==> src/rtl/servant_ram_sched.sv <==
// servant_ram_sched: shares the single-port servant RAM between three
// Wishbone masters (M0 CPU ibus, M1 CPU dbus, M2 debug system bus).
// Round-robin arbitration with an optional fixed priority for M2, and the
// grant stays locked until the RAM acks, the owner aborts, or it times out.
// Build option: define SERVANT_RAM_SCHED_TIMEOUT_EN to add the BUSY
// watchdog that error-acks a stalled transfer with ERR_DATA and pulses o_err.
module servant_ram_sched #(
    parameter int          DBG_PRIO = 1,
    parameter int          TIMEOUT  = 255,
    parameter int          TO_W     = 8,
    parameter logic [31:0] ERR_DATA = 32'hDEADBEEF
) (
    input  logic        i_clk,
    input  logic        i_rst,
    // M0: CPU instruction bus (read only)
    input  logic [31:0] i_m0_adr,
    input  logic        i_m0_cyc,
    output logic [31:0] o_m0_rdt,
    output logic        o_m0_ack,
    // M1: CPU data bus
    input  logic [31:0] i_m1_adr,
    input  logic [31:0] i_m1_dat,
    input  logic [3:0]  i_m1_sel,
    input  logic        i_m1_we,
    input  logic        i_m1_cyc,
    output logic [31:0] o_m1_rdt,
    output logic        o_m1_ack,
    // M2: debug module system bus
    input  logic [31:0] i_m2_adr,
    input  logic [31:0] i_m2_dat,
    input  logic [3:0]  i_m2_sel,
    input  logic        i_m2_we,
    input  logic        i_m2_cyc,
    output logic [31:0] o_m2_rdt,
    output logic        o_m2_ack,
    // RAM side
    output logic [31:0] o_s_adr,
    output logic [31:0] o_s_dat,
    output logic [3:0]  o_s_sel,
    output logic        o_s_we,
    output logic        o_s_cyc,
    input  logic [31:0] i_s_rdt,
    input  logic        i_s_ack,
    // status
    output logic [1:0]  o_grant,
    output logic        o_err
);

    // Elaboration-time sanity check of the watchdog limit.
    if (TIMEOUT < 1 || TIMEOUT >= (1 << TO_W)) begin : g_bad_timeout
        $error("servant_ram_sched: TIMEOUT must be in 1..2**TO_W-1");
    end

    typedef enum logic {
        IDLE,
        BUSY
    } state_t;

    localparam logic [1:0] GRANT_NONE = 2'd3;

    state_t     state;
    state_t     state_nxt;
    logic [1:0] grant_nxt;
    logic [1:0] last;
    logic [1:0] last_nxt;

    logic [2:0]  req;
    logic [1:0]  winner;
    logic        busy;
    logic        own_cyc;
    logic        timeout_hit;
    logic        owner_ack;
    logic [31:0] owner_rdt;

    assign req  = {i_m2_cyc, i_m1_cyc, i_m0_cyc};
    assign busy = (state == BUSY);

    // Next master after idx in the rotation M0 -> M1 -> M2 -> M0.
    function automatic logic [1:0] rr_next(input logic [1:0] idx);
        return (idx == 2'd2) ? 2'd0 : idx + 2'd1;
    endfunction

    // Winner among the current requests: M2 first when it has priority,
    // otherwise search last+1, last+2, then last itself.
    function automatic logic [1:0] arbitrate(input logic [2:0] r,
                                             input logic [1:0] prev,
                                             input logic       m2_first);
        logic [1:0] c1;
        logic [1:0] c2;
        c1 = rr_next(prev);
        c2 = rr_next(c1);
        if (m2_first && r[2])
            return 2'd2;
        else if (r[c1])
            return c1;
        else if (r[c2])
            return c2;
        else
            return prev;
    endfunction

    assign winner = arbitrate(req, last, (DBG_PRIO != 0));

    // Request line of whichever master currently owns the RAM.
    always_comb begin
        own_cyc = 1'b0;
        case (o_grant)
            2'd0:    own_cyc = i_m0_cyc;
            2'd1:    own_cyc = i_m1_cyc;
            2'd2:    own_cyc = i_m2_cyc;
            default: own_cyc = 1'b0;
        endcase
    end

`ifdef SERVANT_RAM_SCHED_TIMEOUT_EN
    logic [TO_W-1:0] to_cnt;

    // Watchdog: zero while idle (so it is clear on BUSY entry), then counts
    // every BUSY cycle in which the RAM does not ack.
    always_ff @(posedge i_clk or posedge i_rst) begin
        if (i_rst)
            to_cnt <= '0;
        else if (state == IDLE)
            to_cnt <= '0;
        else if (!i_s_ack)
            to_cnt <= to_cnt + 1'b1;
    end

    // A real ack in the limit cycle wins over the error-ack.
    assign timeout_hit = busy && own_cyc && !i_s_ack &&
                         (to_cnt == TO_W'(TIMEOUT));
`else
    assign timeout_hit = 1'b0;
`endif

    // Completion of the owner's cycle: real ack or watchdog error-ack.
    // Once the owner has dropped cyc a late RAM ack is not forwarded.
    assign owner_ack = busy && own_cyc && (i_s_ack || timeout_hit);
    assign owner_rdt = timeout_hit ? ERR_DATA : i_s_rdt;
    assign o_err     = timeout_hit;

    // Return path: only the owner sees ack and read data, others read zero.
    always_comb begin
        o_m0_ack = 1'b0;
        o_m1_ack = 1'b0;
        o_m2_ack = 1'b0;
        o_m0_rdt = '0;
        o_m1_rdt = '0;
        o_m2_rdt = '0;
        if (busy) begin
            case (o_grant)
                2'd0: begin
                    o_m0_ack = owner_ack;
                    o_m0_rdt = owner_rdt;
                end
                2'd1: begin
                    o_m1_ack = owner_ack;
                    o_m1_rdt = owner_rdt;
                end
                2'd2: begin
                    o_m2_ack = owner_ack;
                    o_m2_rdt = owner_rdt;
                end
                default: ;
            endcase
        end
    end

    // Forward path: owner's request straight to the RAM; M0 is a read-only
    // full-word master. The RAM cycle ends in the same cycle the owner
    // drops cyc or the watchdog fires.
    always_comb begin
        o_s_adr = '0;
        o_s_dat = '0;
        o_s_sel = '0;
        o_s_we  = 1'b0;
        o_s_cyc = 1'b0;
        if (busy) begin
            case (o_grant)
                2'd0: begin
                    o_s_adr = i_m0_adr;
                    o_s_dat = '0;
                    o_s_sel = 4'hF;
                    o_s_we  = 1'b0;
                end
                2'd1: begin
                    o_s_adr = i_m1_adr;
                    o_s_dat = i_m1_dat;
                    o_s_sel = i_m1_sel;
                    o_s_we  = i_m1_we;
                end
                2'd2: begin
                    o_s_adr = i_m2_adr;
                    o_s_dat = i_m2_dat;
                    o_s_sel = i_m2_sel;
                    o_s_we  = i_m2_we;
                end
                default: ;
            endcase
            o_s_cyc = own_cyc && !timeout_hit;
        end
    end

    // Next state: arbitrate only in IDLE; BUSY holds the grant until the
    // owner completes or aborts, then always spends one cycle in IDLE.
    always_comb begin
        state_nxt = state;
        grant_nxt = o_grant;
        last_nxt  = last;
        case (state)
            IDLE: begin
                grant_nxt = GRANT_NONE;
                if (|req) begin
                    state_nxt = BUSY;
                    grant_nxt = winner;
                    last_nxt  = winner;
                end
            end
            BUSY: begin
                if (!own_cyc || owner_ack) begin
                    state_nxt = IDLE;
                    grant_nxt = GRANT_NONE;
                end
            end
            default: begin
                state_nxt = IDLE;
                grant_nxt = GRANT_NONE;
            end
        endcase
    end

    // State, grant and round-robin pointer registers.
    always_ff @(posedge i_clk or posedge i_rst) begin
        if (i_rst) begin
            state   <= IDLE;
            o_grant <= GRANT_NONE;
            last    <= 2'd0;
        end else begin
            state   <= state_nxt;
            o_grant <= grant_nxt;
            last    <= last_nxt;
        end
    end

endmodule

==> config.mk <==
export PLATFORM = sky130hd
export DESIGN_NAME = servant_ram_sched
export DESIGN_NICKNAME = d
export VERILOG_FILES = /design/src/rtl/servant_ram_sched.sv
export SDC_FILE = /design/constraint.sdc
export NUM_CORES = 1
export LEC_CHECK = 0
export ABC_AREA = 1
export BUFFER_PORTS_ARGS = -buffer_cell sky130_fd_sc_hd__buf_2
export CAP_MARGIN = 0
export CELL_PAD_IN_SITES_DETAIL_PLACEMENT = 1
export CELL_PAD_IN_SITES_GLOBAL_PLACEMENT = 2
export CORE_UTILIZATION = 10
export DETAILED_ROUTE_END_ITERATION = 6
export PLACE_DENSITY = 0.91
export SYNTH_ARGS = -nofsm -noshare
export SYNTH_HDL_FRONTEND = slang
export SYNTH_SLANG_ARGS = --single-unit
==> constraint.sdc <==
create_clock -name i_clk -period 1.7 [get_ports i_clk]
set_clock_uncertainty 0.2 [all_clocks]
set_input_delay 0.255 -clock i_clk [delete_from_list [all_inputs] [get_ports i_clk]]
set_output_delay 0.255 -clock i_clk [all_outputs]
set_load 0.02 [all_outputs]
==> metrics.txt <==
# TYPE chip_impl_metric gauge
chip_impl_info{name="run_status",value="finished, violations left"} 1
chip_impl_info{name="violated_checks",value="setup timing"} 1
chip_impl_info{name="yosys.cell_count.top_type",value="nand2_1"} 1
chip_impl_metric{name="dpl.hpwl",unit="µm"} 14000
chip_impl_metric{name="finalNetCount",unit=""} 1155
chip_impl_metric{name="globalRoute.totalOverflow",unit=""} 0
chip_impl_metric{name="syn_area_per_cell",unit="µm²"} 4.34
chip_impl_metric{name="core-area",unit="µm²"} 22600
chip_impl_metric{name="timing.final.max_slew_violations",unit=""} 0
chip_impl_metric{name="timing_hold_violations_final",unit=""} 0
chip_impl_info{name="setup.worst_path.end_class",value="primary output"} 1
chip_impl_info{name="cp_class",value="reg -> out"} 1
chip_impl_metric{name="final_core_utilization",unit="%"} 35.8
chip_impl_metric{name="cts_made_buffers",unit=""} 3
chip_impl_metric{name="power.share.switching",unit="%"} 52.6
chip_impl_metric{name="cts.htree.levels",unit=""} 1
chip_impl_metric{name="die_area",unit="µm²"} 23700
chip_impl_info{name="synthFlopType",value="dfrtp_1"} 1
chip_impl_metric{name="final_cycle_share",unit="%"} 132
chip_impl_metric{name="worst_setup_hold_path_clk_slew",unit="ns"} 0.03
chip_impl_info{name="cts_root_buf",value="clkbuf_16"} 1
chip_impl_info{name="rr_startpoint",value="o_grant[1]$_DFFE_PP1P_"} 1
chip_impl_metric{name="syn-instance-count",unit=""} 533
chip_impl_info{name="worstHoldStart",value="i_s_ack"} 1
chip_impl_metric{name="placement.cell_area",unit="µm²"} 5410
chip_impl_info{name="synth_top_cells_by_area",value="nand2_1, nor2_1, inv_1, nand3_1, a21oi_1"} 1
chip_impl_metric{name="synth_edf_count",unit=""} 0
chip_impl_info{name="grt_setup_unrepaired",value="yes"} 1
chip_impl_metric{name="setup_tns",unit="ns"} -77.54
chip_impl_metric{name="port-buffer-count",unit=""} 378
chip_impl_metric{name="crit_required",unit="ns"} 1.24
chip_impl_metric{name="fp.dieH",unit="µm"} 154
chip_impl_metric{name="irDropWorstVdd",unit="mV"} 0.468
chip_impl_metric{name="netlist_area",unit="µm²"} 2310
chip_impl_metric{name="synth_nets",unit=""} 745
chip_impl_metric{name="synthDistinctLibCells",unit=""} 20
chip_impl_metric{name="drt_iter0_drc",unit=""} 132
chip_impl_metric{name="gp_routability_congestion",unit=""} 0.790
chip_impl_metric{name="clock-sinks",unit=""} 5
chip_impl_metric{name="async_flop_share",unit="%"} 100
chip_impl_metric{name="worstSkewPairLatency",unit="ns"} 0.23
chip_impl_info{name="cp-start-kind",value="flop"} 1
chip_impl_metric{name="postSynthRegisterBits",unit=""} 5
chip_impl_info{name="tritoncts",value="yes"} 1
chip_impl_metric{name="power.switching",unit="W"} 0.00475
chip_impl_metric{name="postLayoutCellArea",unit="µm²"} 8100
chip_impl_metric{name="route.detailed.wl_per_inst",unit="µm"} 16.8
chip_impl_metric{name="drt_pass_1_iters",unit=""} 4
chip_impl_metric{name="grt_max_degree",unit=""} 34
chip_impl_metric{name="vias_per_cell",unit=""} 4.07
chip_impl_metric{name="cell_leakage_power",unit="nW"} 3.98
chip_impl_metric{name="critical_path.max_fanout",unit=""} 8
chip_impl_metric{name="grt_antenna_before_repair",unit=""} 2
chip_impl_metric{name="fin_crit",unit="ns"} 2.24
chip_impl_metric{name="share_comb_of_total_power",unit="%"} 92.7
chip_impl_metric{name="io_pins",unit=""} 380
chip_impl_metric{name="filler_cell_count",unit=""} 2747
chip_impl_info{name="most_frequent_cells_after_synthesis",value="nand2_1, nor2_1, inv_1, nand3_1, a21oi_1"} 1
chip_impl_metric{name="drt_wl_total",unit="µm"} 20700
chip_impl_metric{name="power.share.clock",unit="%"} 4.3
chip_impl_metric{name="power.internal",unit="W"} 0.00429
chip_impl_metric{name="standard_cell_row_count",unit=""} 55
chip_impl_metric{name="yosysSeqAreaShare",unit="%"} 5.52
chip_impl_metric{name="setup-violations-final",unit=""} 171
chip_impl_metric{name="route.vias.total",unit=""} 5004
chip_impl_metric{name="start_util",unit="%"} 10.2
chip_impl_metric{name="drive_gt1_share",unit="%"} 74.8
chip_impl_metric{name="detail-route-antenna-nets",unit=""} 0
chip_impl_info{name="worst_hold_path_class",value="in -> reg"} 1
chip_impl_metric{name="maxCapViolations",unit=""} 0
chip_impl_metric{name="groute.usage.overall",unit="%"} 14.3
chip_impl_metric{name="pwr-share-seq",unit="%"} 3.1
chip_impl_metric{name="post-route-worst-setup-slack",unit="ns"} -0.539
chip_impl_metric{name="drcViolationCount",unit=""} 0
chip_impl_metric{name="maxClockFrequency",unit="MHz"} 447
chip_impl_metric{name="clk_path_buf_depth",unit=""} 2
chip_impl_info{name="synth_top_area_cell",value="nand2_1"} 1
chip_impl_metric{name="power.density_cell_area",unit="nW/µm²"} 1120
chip_impl_metric{name="yosysWarningCount",unit=""} 0
chip_impl_metric{name="area_delta_synth_final",unit="%"} 250
chip_impl_metric{name="cp.arrival",unit="ns"} 1.78
chip_impl_metric{name="first_global_vias",unit=""} 5077
chip_impl_metric{name="dieWidth",unit="µm"} 154
chip_impl_metric{name="synth_top_area_share",unit="%"} 35.2
chip_impl_metric{name="grt_pass1_wl",unit="µm"} 26900
chip_impl_info{name="worst_setup_path_startpoint",value="o_grant[0]$_DFFE_PP1P_"} 1
state kept, by name (all words and copies together), names as in the netlist:
signal   count
last         2
o_grant      2
busy         1
routing by layer:
| metal | wire (µm) | GRT usage, % |
|---|---|---|
| met4 | 358 | 2.57 |
| met3 | 1190 | 2.56 |
| met1 | 7920 | 15.8 |
| met5 | 0 | 0 |
| met2 | 11200 | 28.2 |
kinds of logic (layout without fill, tap and decap cells):
kind of cell	Yosys count	after routing	share of synthesized area, %
and+or+nand+nor	363	363	62.0
buffers and inverters	119	528	20.5
AOI/OAI and AO/OA	41	41	9.74
DFF	5	5	5.52
adders and majority gates	4	4	2.16
other	1	3	0.162
power groups by stage:
| stage | Sequential (W) | Combinational, W | Clock [W] |
|---|---|---|---|
| after floorplan | 0.000271 | 0.00366 | 0 |
| after global placement | 0.000247 | 0.00546 | 0 |
| after detailed placement | 0.000251 | 0.00551 | 0 |
| after CTS | 0.000275 | 0.00690 | 0.000394 |
| after global routing | 0.000289 | 0.00890 | 0.000403 |
| final | 0.000277 | 0.00838 | 0.000388 |
stage by stage:
| stage | std cells | power [W] | worst slack (ns) | hold slack (ns) |
|---|---|---|---|---|
| 4_1_cts | 1211 | 0.00757 | -0.532 | 0.195 |
| 3_3_place_gp | 1195 | 0.00571 | -0.388 | -0.0411 |
| 3_5_place_dp | 1195 | 0.00577 | -0.392 | -0.0303 |
| 5_1_grt | 1229 | 0.00959 | -0.615 | 0.219 |
| 2_1_floorplan | 533 | 0.00393 | -0.248 | -0.168 |
| 6_report | 1229 | 0.00904 | -0.539 | 0.194 |
worst max-delay path, stage by stage, from the launching register on:
cell       delay (ns)
dfstp_2          0.58
inv_4            0.06
ha_4             0.20
buf_12           0.14
nand2_8          0.16
clkbuf_16        0.21
nor2_4           0.04
buf_6            0.14
path summary, 6_finish.rpt:
| kind | endpoint | slack, ns | cells after the start |
|---|---|---|---|
| max | o_m2_rdt[4] | -0.54 | 7 |
| min | busy$_DFF_PP0_ | 0.19 | 3 |
| max reg2reg | o_grant[1]$_DFFE_PP1P_ | -0.05 | 8 |
| min reg2reg | last[0]$_DFFE_PP0P_ | 0.38 | 2 |
| max in group asynchronous | o_grant[0]$_DFFE_PP1P_ | 0.79 | 3 |
| min in group asynchronous | busy$_DFF_PP0_ | 0.27 | 3 |
repair_timing:
| action | 4_1_cts | 5_1_grt |
|---|---|---|
| resized for setup | 213 | 389 |
| gates cloned | 7 | 11 |
| hold endpoints to repair | 5 | 0 |
| hold buffers | 1 | 0 |
| setup endpoints to repair | 172 | 171 |
| pin swaps | 5 | 13 |
| buffers inserted | 5 | 5 |
placed cells by master, fill, tap and decap left out, types with 8 or more instances in the layout:
cell	count
inv_1	43
inv_2	38
nand2_1	154
a21oi_4	33
buf_12	18
buf_2	218
buf_4	16
nand2_4	14
nand2_2	45
nand3_2	15
nor2_4	99
clkbuf_16	12
buf_6	170
buf_16	8
nand3_1	21
area by class of cell:
type                       instances  area, µm²  share of cell area, %
timing repair buffer             441       3960                   48.8
multi-input combinational        409       3260                   40.2
tap                              285        357                   4.40
inverter                          83        317                   3.91
sequential                         5        128                   1.58
clock buffer                       4       78.8                  0.973
antenna                            2       5.00                 0.0618
No activity file was read; power rests on OpenSTA's default activity.
